## src/rtl/dmac_pkg.sv

```systemverilog
// Shared types and constants for the single-channel DMA copy engine.
// Imported by the engine top and its staging FIFO.
package dmac_pkg;

    typedef enum logic [2:0] {
        IDLE,
        RREQ,
        RDATA,
        WREQ,
        WDATA,
        WRESP,
        DONE
    } dmac_state_e;

    localparam logic [1:0] AXI_BURST_INCR = 2'b01;

    // AxSIZE encodes log2 of the number of bytes carried by one beat.
    function automatic logic [2:0] axsize_of(input int data_width);
        return 3'($clog2(data_width / 8));
    endfunction

endpackage

```

## src/rtl/dmac_fifo.sv

```systemverilog
// Synchronous first-word-fall-through FIFO that stages one burst of read data
// before it is replayed on the write channel.
module dmac_fifo #(
    parameter int DEPTH = 16,
    parameter int WIDTH = 32
) (
    input  logic             clk,
    input  logic             rst_n,
    input  logic             push,
    input  logic [WIDTH-1:0] wdata,
    input  logic             pop,
    output logic [WIDTH-1:0] rdata,
    output logic             full,
    output logic             empty
);

    localparam int PTR_W = (DEPTH > 1) ? $clog2(DEPTH) : 1;
    localparam int CNT_W = $clog2(DEPTH + 1);

    logic [WIDTH-1:0] mem [DEPTH];
    logic [PTR_W-1:0] wr_ptr;
    logic [PTR_W-1:0] rd_ptr;
    logic [CNT_W-1:0] count;
    logic             do_push;
    logic             do_pop;

    assign do_push = push && !full;
    assign do_pop  = pop && !empty;
    assign full    = (count == CNT_W'(DEPTH));
    assign empty   = (count == '0);
    assign rdata   = mem[rd_ptr];

    // Storage carries no reset; only the pointers define what is valid.
    always_ff @(posedge clk) begin
        if (do_push) begin
            mem[wr_ptr] <= wdata;
        end
    end

    always_ff @(posedge clk) begin
        if (!rst_n) begin
            wr_ptr <= '0;
            rd_ptr <= '0;
            count  <= '0;
        end else begin
            if (do_push) begin
                wr_ptr <= (wr_ptr == PTR_W'(DEPTH - 1)) ? '0 : wr_ptr + 1'b1;
            end
            if (do_pop) begin
                rd_ptr <= (rd_ptr == PTR_W'(DEPTH - 1)) ? '0 : rd_ptr + 1'b1;
            end
            case ({do_push, do_pop})
                2'b10:   count <= count + 1'b1;
                2'b01:   count <= count - 1'b1;
                default: count <= count;
            endcase
        end
    end

    a_no_overflow: assert property (@(posedge clk) disable iff (!rst_n) !(push && full));
    a_no_underflow: assert property (@(posedge clk) disable iff (!rst_n) !(pop && empty));

endmodule

```

## src/rtl/dmac_engine.sv

```systemverilog
// Single-channel DMA copy engine: moves byte_len bytes from src to dst as
// alternating AXI read/write bursts, staging each burst in a local FIFO.
module dmac_engine
    import dmac_pkg::*;
#(
    parameter int ADDR_WIDTH = 32,
    parameter int DATA_WIDTH = 32,
    parameter int ID_WIDTH   = 4,
    parameter int MAX_BURST  = 16,
    parameter int AXI_ID     = 0
) (
    input  logic                         clk,
    input  logic                         rst_n,
    input  logic                         start_i,
    input  logic [ADDR_WIDTH-1:0]        src_addr_i,
    input  logic [ADDR_WIDTH-1:0]        dst_addr_i,
    input  logic [15:0]                  byte_len_i,
    output logic                         busy_o,
    output logic                         done_o,
    output logic                         awvalid,
    input  logic                         awready,
    output logic [ADDR_WIDTH-1:0]        awaddr,
    output logic [ID_WIDTH-1:0]          awid,
    output logic [$clog2(MAX_BURST)-1:0] awlen,
    output logic [2:0]                   awsize,
    output logic [1:0]                   awburst,
    output logic                         wvalid,
    input  logic                         wready,
    output logic [DATA_WIDTH-1:0]        wdata,
    output logic [DATA_WIDTH/8-1:0]      wstrb,
    output logic                         wlast,
    output logic [ID_WIDTH-1:0]          wid,
    input  logic                         bvalid,
    output logic                         bready,
    output logic                         arvalid,
    input  logic                         arready,
    output logic [ADDR_WIDTH-1:0]        araddr,
    output logic [ID_WIDTH-1:0]          arid,
    output logic [$clog2(MAX_BURST)-1:0] arlen,
    output logic [2:0]                   arsize,
    output logic [1:0]                   arburst,
    input  logic                         rvalid,
    output logic                         rready,
    input  logic [DATA_WIDTH-1:0]        rdata,
    input  logic                         rlast
);

    localparam int         BPB    = DATA_WIDTH / 8;
    localparam int         LEN_W  = $clog2(MAX_BURST);
    localparam int         BLEN_W = LEN_W + 1;
    localparam logic [2:0] AXSIZE = axsize_of(DATA_WIDTH);

    dmac_state_e           state;
    dmac_state_e           next_state;
    logic [ADDR_WIDTH-1:0] src_q;
    logic [ADDR_WIDTH-1:0] dst_q;
    logic [15:0]           rem_beats;
    logic [15:0]           start_beats;
    logic [BLEN_W-1:0]     blen;
    logic [BLEN_W-1:0]     beat_cnt;
    logic [ADDR_WIDTH-1:0] burst_bytes;
    logic                  ar_hs;
    logic                  r_hs;
    logic                  aw_hs;
    logic                  w_hs;
    logic                  b_hs;
    logic                  fifo_full;
    logic                  fifo_empty;
    logic [DATA_WIDTH-1:0] fifo_rdata;

    assign ar_hs = arvalid && arready;
    assign r_hs  = rvalid && rready;
    assign aw_hs = awvalid && awready;
    assign w_hs  = wvalid && wready;
    assign b_hs  = bvalid && bready;

    // rem_beats is frozen from RREQ through WRESP, so blen is stable for a whole pair.
    assign start_beats = byte_len_i >> AXSIZE;
    assign blen        = (rem_beats >= 16'(MAX_BURST)) ? BLEN_W'(MAX_BURST)
                                                       : rem_beats[BLEN_W-1:0];
    assign burst_bytes = ADDR_WIDTH'(blen) << AXSIZE;

    assign araddr  = src_q;
    assign arlen   = LEN_W'(blen - 1'b1);
    assign arsize  = AXSIZE;
    assign arburst = AXI_BURST_INCR;
    assign arid    = ID_WIDTH'(AXI_ID);
    assign awaddr  = dst_q;
    assign awlen   = LEN_W'(blen - 1'b1);
    assign awsize  = AXSIZE;
    assign awburst = AXI_BURST_INCR;
    assign awid    = ID_WIDTH'(AXI_ID);
    assign wid     = ID_WIDTH'(AXI_ID);
    assign wdata   = fifo_rdata;
    assign wstrb   = '1;
    assign wlast   = (beat_cnt == blen - 1'b1);

    dmac_fifo #(
        .DEPTH(MAX_BURST),
        .WIDTH(DATA_WIDTH)
    ) u_fifo (
        .clk  (clk),
        .rst_n(rst_n),
        .push (r_hs),
        .wdata(rdata),
        .pop  (w_hs),
        .rdata(fifo_rdata),
        .full (fifo_full),
        .empty(fifo_empty)
    );

    always_ff @(posedge clk) begin
        if (!rst_n) begin
            state <= IDLE;
        end else begin
            state <= next_state;
        end
    end

    // A zero-length request skips the bus entirely and just reports completion.
    always_comb begin
        next_state = state;
        case (state)
            IDLE:    if (start_i) next_state = (start_beats == '0) ? DONE : RREQ;
            RREQ:    if (ar_hs) next_state = RDATA;
            RDATA:   if (r_hs && rlast) next_state = WREQ;
            WREQ:    if (aw_hs) next_state = WDATA;
            WDATA:   if (w_hs && wlast) next_state = WRESP;
            WRESP:   if (b_hs) next_state = (rem_beats == 16'(blen)) ? DONE : RREQ;
            DONE:    next_state = IDLE;
            default: next_state = IDLE;
        endcase
    end

    always_comb begin
        arvalid = 1'b0;
        rready  = 1'b0;
        awvalid = 1'b0;
        wvalid  = 1'b0;
        bready  = 1'b0;
        busy_o  = 1'b1;
        done_o  = 1'b0;
        case (state)
            IDLE:    busy_o  = 1'b0;
            RREQ:    arvalid = 1'b1;
            RDATA:   rready  = !fifo_full;
            WREQ:    awvalid = 1'b1;
            WDATA:   wvalid  = !fifo_empty;
            WRESP:   bready  = 1'b1;
            DONE:    done_o  = 1'b1;
            default: busy_o  = 1'b1;
        endcase
    end

    // Addresses only advance once the write response confirms the burst landed.
    always_ff @(posedge clk) begin
        if (!rst_n) begin
            src_q     <= '0;
            dst_q     <= '0;
            rem_beats <= '0;
            beat_cnt  <= '0;
        end else begin
            case (state)
                IDLE: begin
                    if (start_i) begin
                        src_q     <= src_addr_i;
                        dst_q     <= dst_addr_i;
                        rem_beats <= start_beats;
                    end
                end
                WREQ: beat_cnt <= '0;
                WDATA: begin
                    if (w_hs) begin
                        beat_cnt <= beat_cnt + 1'b1;
                    end
                end
                WRESP: begin
                    if (b_hs) begin
                        src_q     <= src_q + burst_bytes;
                        dst_q     <= dst_q + burst_bytes;
                        rem_beats <= rem_beats - 16'(blen);
                    end
                end
                default: beat_cnt <= beat_cnt;
            endcase
        end
    end

    a_aligned_request: assert property (@(posedge clk) disable iff (!rst_n)
        (state == IDLE && start_i) |->
            ((src_addr_i % ADDR_WIDTH'(BPB)) == '0 &&
             (dst_addr_i % ADDR_WIDTH'(BPB)) == '0 &&
             (byte_len_i % 16'(BPB)) == '0));

endmodule

```

## config.mk

```make
export PLATFORM = sky130hd
export DESIGN_NAME = dmac_engine
export DESIGN_NICKNAME = d
export VERILOG_FILES = /design/src/rtl/dmac_pkg.sv /design/src/rtl/dmac_fifo.sv /design/src/rtl/dmac_engine.sv
export SDC_FILE = /design/constraint.sdc
export NUM_CORES = 1
export LEC_CHECK = 0
export CAP_MARGIN = 20
export CORE_AREA = 2 2 219 221
export DETAILED_ROUTE_END_ITERATION = 12
export DIE_AREA = 0 0 221 223
export PLACE_DENSITY = 0.79
export SYNTH_ARGS = -nofsm -noshare
export SYNTH_HDL_FRONTEND = slang
export SYNTH_HIERARCHICAL = 1
export SYNTH_SLANG_ARGS = --single-unit
```

## constraint.sdc

```tcl
create_clock -name clk -period 4.95 [get_ports clk]
set_clock_uncertainty 0.1 [all_clocks]
set_input_delay 0.99 -clock clk [delete_from_list [all_inputs] [get_ports clk]]
set_output_delay 0.99 -clock clk [all_outputs]
set_load 0.01 [all_outputs]
```

==> results of run 1 <==
-- routing by layer --
metal | vias to the layer above | wire, um | global-route usage [%]
met5 | - | 13 | 0
met4 | 2 | 2100 | 9.46
met3 | 150 | 4900 | 4.95
met2 | 795 | 33700 | 45.3
met1 | 8256 | 25400 | 34.5
li1 | 6990 | - | -
-- kinds of logic after synthesis --
logic type / synth area share (%)
mux: 14.7
xor+xnor: 0.598
other cells: 0.0285
fa+ha+maj: 1.15
compound gates: 7.75
simple gates: 6.39
buf+inv: 3.10
flops: 66.3
-- flip-flops by register name (all words and copies together) (netlist names), named ones only --
register,flops
state,3
araddr,32
u_fifo/count,5
u_fifo/mem,512
u_fifo/wr_ptr,4
awaddr,32
rem_beats,16
beat_cnt,5
u_fifo/rd_ptr,4
-- power by group through the flow --
stage / sequential [mW] / clock, mW / combinational [mW]
after floorplan: 6.22 / 0 / 1.26
after global placement: 6.23 / 0 / 2.12
after detailed placement: 6.25 / 0 / 2.18
after CTS: 6.14 / 4.65 / 2.19
after global routing: 6.20 / 4.83 / 2.39
final: 6.16 / 4.58 / 2.22
-- synthesized netlist by cell type, drive strengths merged (8+ instances only) --
cell,number
a211oi,16
a21o,10
a21oi,89
a22oi,14
a311oi,13
a31oi,16
and2,10
and3,16
buf,66
clkbuf,63
dfxtp,105
edfxtp,512
ha,21
inv,23
mux4,160
nand2,98
nand2b,9
nand3,39
nand4,9
nor2,113
nor3,20
nor4,13
o21ai,54
o221a,13
o22ai,8
o31ai,9
xor2,11
-- final cells by class --
type	count	area [um^2]
well taps	615	769
multi-input cells	893	8310
clock buffers	76	1600
fillers	3074	15800
inverters	23	86.3
diodes	3	7.51
repair buffers	268	2740
flip-flops and latches	617	17500
clock inverters	33	350
-- tightest hold or removal path, delay by kind of cell, from the launching register on --
| kind | cells | cell delay, ps |
|---|---|---|
| AOI/OAI and AO/OA | 1 | 50 |
| and+or+nand+nor | 1 | 60 |
| DFF | 1 | 310 |
-- placed cells by master (no fill, tap or decap), drive strengths merged, types with 9 or more instances in the layout --
cell,n
nand3,39
and3,16
a31oi,16
and2,10
o221a,13
clkinv,22
nor3,20
a22oi,14
inv,25
nor4,13
buf,38
nand2,98
ha,21
dfxtp,105
nor2,113
conb,27
o31ai,9
edfxtp,512
a21oi,89
a21o,10
a211oi,16
o21ai,54
a311oi,13
nand2b,9
xor2,11
clkdlybuf4s50,229
clkbuf,76
nand4,9
mux4,160
-- path summary, 6_finish.rpt --
check,from,to,depth (start not counted)
hold / removal,araddr[0],araddr[0],2
hold reg to reg,araddr[0],araddr[0],2
setup / recovery,register,wdata[22],4
setup reg to reg,rem_beats[12],awaddr[17],13
-- what timing repair did --
action,CTS,global route
endpoints found under the setup margin,0,1
hold endpoints to repair,0,0
gates resized for setup,0,4
==> run_results.csv, run 1 <==
group,metric,value,unit
timing,period_needed,4460,ps
clock_tree,clkTransAtPathRegs,70,ps
clock_tree,cts_num_sinks,617,
detailed_routing,drt-total-wl,66100,um
worst_setup_path,startpoint_type,"register",
worst_setup_path,max_stage_delay,720,ps
place,gp_congestion,0.889,
clock_tree,htree_levels,2,
power_and_ir_drop,p_leak,10.2,nW
worst_setup_path,critPathSlowestCell,"dfxtp_4",
clock_tree,cts_tree,"yes",
detailed_routing,drt_iter0_markers,1806,
worst_setup_path,critPathBufInv,2,
worst_setup_path,cp_max_fo,26,
hold_path,hold_path_class,"reg -> reg",
synth,yosysSeqAreaShare,66.3,%
worst_setup_path,cp.arrival,3370,ps
grt,grt_pass1_vias,16001,
synth,postSynthCellCount,1637,
synth,avgSynthCellArea,16.1,um^2
synth,synth_cell_types,84,
floorplanning,start_util,55.9,%
power_and_ir_drop,p_clk_share,35.3,%
synth,synth-edff-count,512,
power_and_ir_drop,ir_drop,0.000394,V
timing,final_hold_viol_count,0,
power_and_ir_drop,sequentialPowerShare,47.5,%
power_and_ir_drop,p_sw,3.47,mW
timing,tns,0,ps
synth,ys_async_sr_fraction,0,%
detailed_routing,wl_per_cell,26.1,um
cells_and_area,stdcell_count,2528,
timing,setup_violations,0,
cells_and_area,design_area,0.0313,mm^2
synth,synth_area_leaders,"edfxtp_1 58%, mux4_2 9.4%, dfxtp_1 8.0%",
detailed_routing,vias,16193,
detailed_routing,firstDrtPassIters,5,
clock_tree,cts_buffer_depth,3,
floorplanning,rows,80,
grt,grt_overflow,0,
synth,dominantRegCellSynth,"edfxtp_1",
grt,grt_antenna_before_repair,4,
synth,ys_seq_elements,617,
detailed_routing,ant_nets,0,
worst_setup_path,endpoint_kind,"primary output",
floorplanning,die_h,223,um
place,dp_hpwl,37300,um
cells_and_area,final_core_util,66.5,%
place,place_area,0.0294,mm^2
detailed_routing,avgViaCountPerCell,6.41,
worst_setup_path,critPathRequiredTime,3860,ps
clock_tree,post_cts_buffers,0,
worst_setup_path,path_cells,"buf_4 -> mux4_1 -> mux4_2 -> clkdlybuf4s50_1",
floorplanning,coreArea,0.0471,mm^2
run_status,status,"finished clean",
synth,yosysTopAreaCell,"edfxtp_1",
synth,ys.warnings.count,6,
floorplanning,die_area,0.0493,mm^2
timing,rsz0062_at_grt,"false",
synth,synth_top_area_share,58.3,%
cells_and_area,areaGrowthSynthToFinish,18.9,%
worst_setup_path,reg2reg_slack,1170,ps
job,max_cap_violations,0,
timing,worstMarginPinSlew,1120,ps
timing,fmax,224,MHz
timing,slew_headroom,25.0,%
place,portBuffers,230,
grt,grt_use_total,26.6,%
cells_and_area,nNetsFinal,2005,
cells_and_area,drive_above_1_share,15.5,%
clock_tree,clock_latency,630,ps
floorplanning,io_pins,259,
place,place_ws,808,ps
detailed_routing,drc_errors,0,
place,place_inst,2416,
power_and_ir_drop,p_comb_share,17.1,%
worst_setup_path,critical_path_class,"reg -> out",
grt,grt_pass1_wl,98600,um
synth,syn_area,0.0264,mm^2
worst_setup_path,cp_top_family,"multiplexers",
grt,grt_max_degree,88,
power_and_ir_drop,powerDensity,413,mW/mm^2
floorplanning,die_w,221,um
power_and_ir_drop,p_int,9.49,mW
timing,setup_slack,493,ps
clock_tree,cts_buffers,58,
power_and_ir_drop,swShare,26.7,%
timing,report.final.slew_viol_count,0,
clock_tree,clockRootBuffer,"clkbuf_16",
timing,fin_crit_sh,90.1,%
power_and_ir_drop,total_power,13.0,mW
timing,holdWs,370,ps
clock_tree,ctsHoldBuffers,0,
Power figures use the tool's default switching activity.
==> run 2: changes to the inputs <==
Settings changed: CAP_MARGIN 20 to 10.
==> run 2 against run 1 <==
Against the previous run:
- non-clock buffer count shrank 1
- fmax shrank 1.2%
- critical path depth is the same
- sequential share of layout area grew 0.33 points
- first-iteration DRC count shrank 1.3%
- sequential cell count is the same
- count of clock-buffer cells in the layout shrank 4
- combinational power is essentially flat
- largest power group unchanged
- highest routed layer unchanged
==> run_results.csv, run 2 (synthesized netlist as in run 1, its figures left out) <==
group,metric,value,unit
run_status,status,"finished clean",
job,max_cap_violations,0,
cells_and_area,areaGrowthSynthToFinish,18.2,%
timing,worstMarginPinSlew,1210,ps
place,portBuffers,230,
detailed_routing,drt-total-wl,65900,um
floorplanning,die_w,221,um
cells_and_area,regArea,0.0175,mm^2
timing,slew_headroom,19.4,%
timing,fin_crit_sh,91.2,%
clock_tree,clock_latency,620,ps
timing,period_needed,4510,ps
cells_and_area,fillers,3135,
cells_and_area,largest_reg_flops,512,
grt,use_met1,34.0,%
clock_tree,cts_buffers,59,
worst_setup_path,max_stage_delay,710,ps
grt,grt_use_total,26.4,%
cells_and_area,largest_register,"u_fifo/mem",
floorplanning,rows,80,
power_and_ir_drop,total_power,12.6,mW
floorplanning,start_util,55.9,%
cells_and_area,nNetsFinal,2005,
hold_path,min_path_cells,2,
hold_path,hold_path_class,"reg -> reg",
cells_and_area,drive_above_1_share,15.1,%
place,gp_congestion,0.889,
worst_setup_path,critical_path_class,"reg -> out",
cells_and_area,final_common_cell,"edfxtp_1",
detailed_routing,vias,16051,
floorplanning,die_h,223,um
place,place_area,0.0293,mm^2
grt,grt_pass1_wl,97500,um
worst_setup_path,critPathSlowestCell,"dfxtp_4",
grt,grt_antenna_before_repair,3,
grt,busiest_layer,"met2",
clock_tree,cts_buffer_depth,3,
clock_tree,post_cts_buffers,0,
grt,grt_pass1_vias,15796,
timing,tns,0,ps
clock_tree,clockRootBuffer,"clkbuf_16",
cells_and_area,final_cell_mix,"512 x edfxtp_1, 229 x clkdlybuf4s50_1, 110 x mux4_2, 101 x nor2_1, 101 x dfxtp_1",
detailed_routing,wl_per_cell,26.1,um
worst_setup_path,startpoint_type,"register",
worst_setup_path,path_cells,"buf_12 -> mux4_1 -> mux4_2 -> clkdlybuf4s50_1",
floorplanning,coreArea,0.0471,mm^2
timing,fmax,222,MHz
worst_setup_path,critPathRequiredTime,3860,ps
place,dp_hpwl,37100,um
floorplanning,io_pins,259,
timing,holdWs,368,ps
clock_tree,cts_num_sinks,617,
worst_setup_path,rr_worst_depth,13,
timing,report.final.slew_viol_count,0,
timing,final_hold_viol_count,0,
cells_and_area,multi_input_area,0.00830,mm^2
detailed_routing,drc_errors,0,
detailed_routing,firstDrtPassIters,5,
timing,rsz0062_at_grt,"false",
clock_tree,clkTransAtPathRegs,60,ps
grt,grt_max_degree,88,
clock_tree,ctsHoldBuffers,0,
floorplanning,die_area,0.0493,mm^2
grt,grt_overflow,0,
detailed_routing,avgViaCountPerCell,6.36,
grt,gr-usage-met2,45.1,%
timing,setup_violations,0,
grt,grtUsageMet3,4.56,%
worst_setup_path,cp.arrival,3420,ps
power_and_ir_drop,powerDensity,405,mW/mm^2
clock_tree,cts_tree,"yes",
worst_setup_path,cp_max_fo,26,
power_and_ir_drop,ir_drop,0.000298,V
detailed_routing,drt_iter0_markers,1782,
power_and_ir_drop,p_leak,10.1,nW
detailed_routing,ant_nets,0,
cells_and_area,design_area,0.0312,mm^2
clock_tree,htree_levels,2,
worst_setup_path,endpoint_kind,"primary output",
-- run 2: changes by cell type in the layout (fill, tap and decap cells not counted), moves of 2 or more --
cell,change
clkbuf_1,+2
bufinv_16,-4
clkinv_1,+2
clkbuf_8,-6
clkinvlp_4,+2
-- run 2: critical path: cells and delay by family, from the launching register on --
| family | cells | cell delay [ps] |
|---|---|---|
| muxes | 2 | 1180 |
| buffers and inverters | 2 | 890 |
| DFF | 1 | 710 |
-- run 2: timing repair --
item	4_1_cts	5_1_grt
gates resized for setup	0	3
hold endpoints to repair	0	0
endpoints found under the setup margin	0	1
-- run 2: per-layer routing --
layer / part of all wire [%] / up-vias
li1: - / 6997
met1: 37 / 8115
met2: 51 / 793
met3: 7.7 / 144
met4: 3.8 / 2
met5: 0.020 / -
-- run 2: cell type report --
| cell class | instances | area share (%) |
|---|---|---|
| well taps | 615 | 2.47 |
| clock inverters | 34 | 0.859 |
| flip-flops and latches | 617 | 56.1 |
| inverters | 23 | 0.277 |
| clock buffers | 72 | 4.89 |
| multi-input cells | 893 | 26.6 |
| diodes | 2 | 0.0161 |
| repair buffers | 267 | 8.73 |
-- run 2: power by group --
| part | internal (mW) | switching (mW) |
|---|---|---|
| logic | 0.996 | 1.22 |
| clock network | 2.35 | 1.90 |
| registers | 5.86 | 0.306 |
-- run 2: through the flow --
step | utilization [%] | instances | worst slack, ps
finish | 66.1 | 2523 | 437
global placement | 62.2 | 2415 | 778
CTS | 66.1 | 2521 | 101
floorplan | - | 1662 | 384
global route | 66.1 | 2523 | 336
detailed placement | 62.2 | 2415 | 783
-- run 2: worst paths after layout --
path                 start          to  slack [ps]
max               register   wdata[28]         440
min              araddr[0]   araddr[0]         370
max reg2reg  rem_beats[12]  awaddr[21]        1130
min reg2reg      araddr[0]   araddr[0]         370
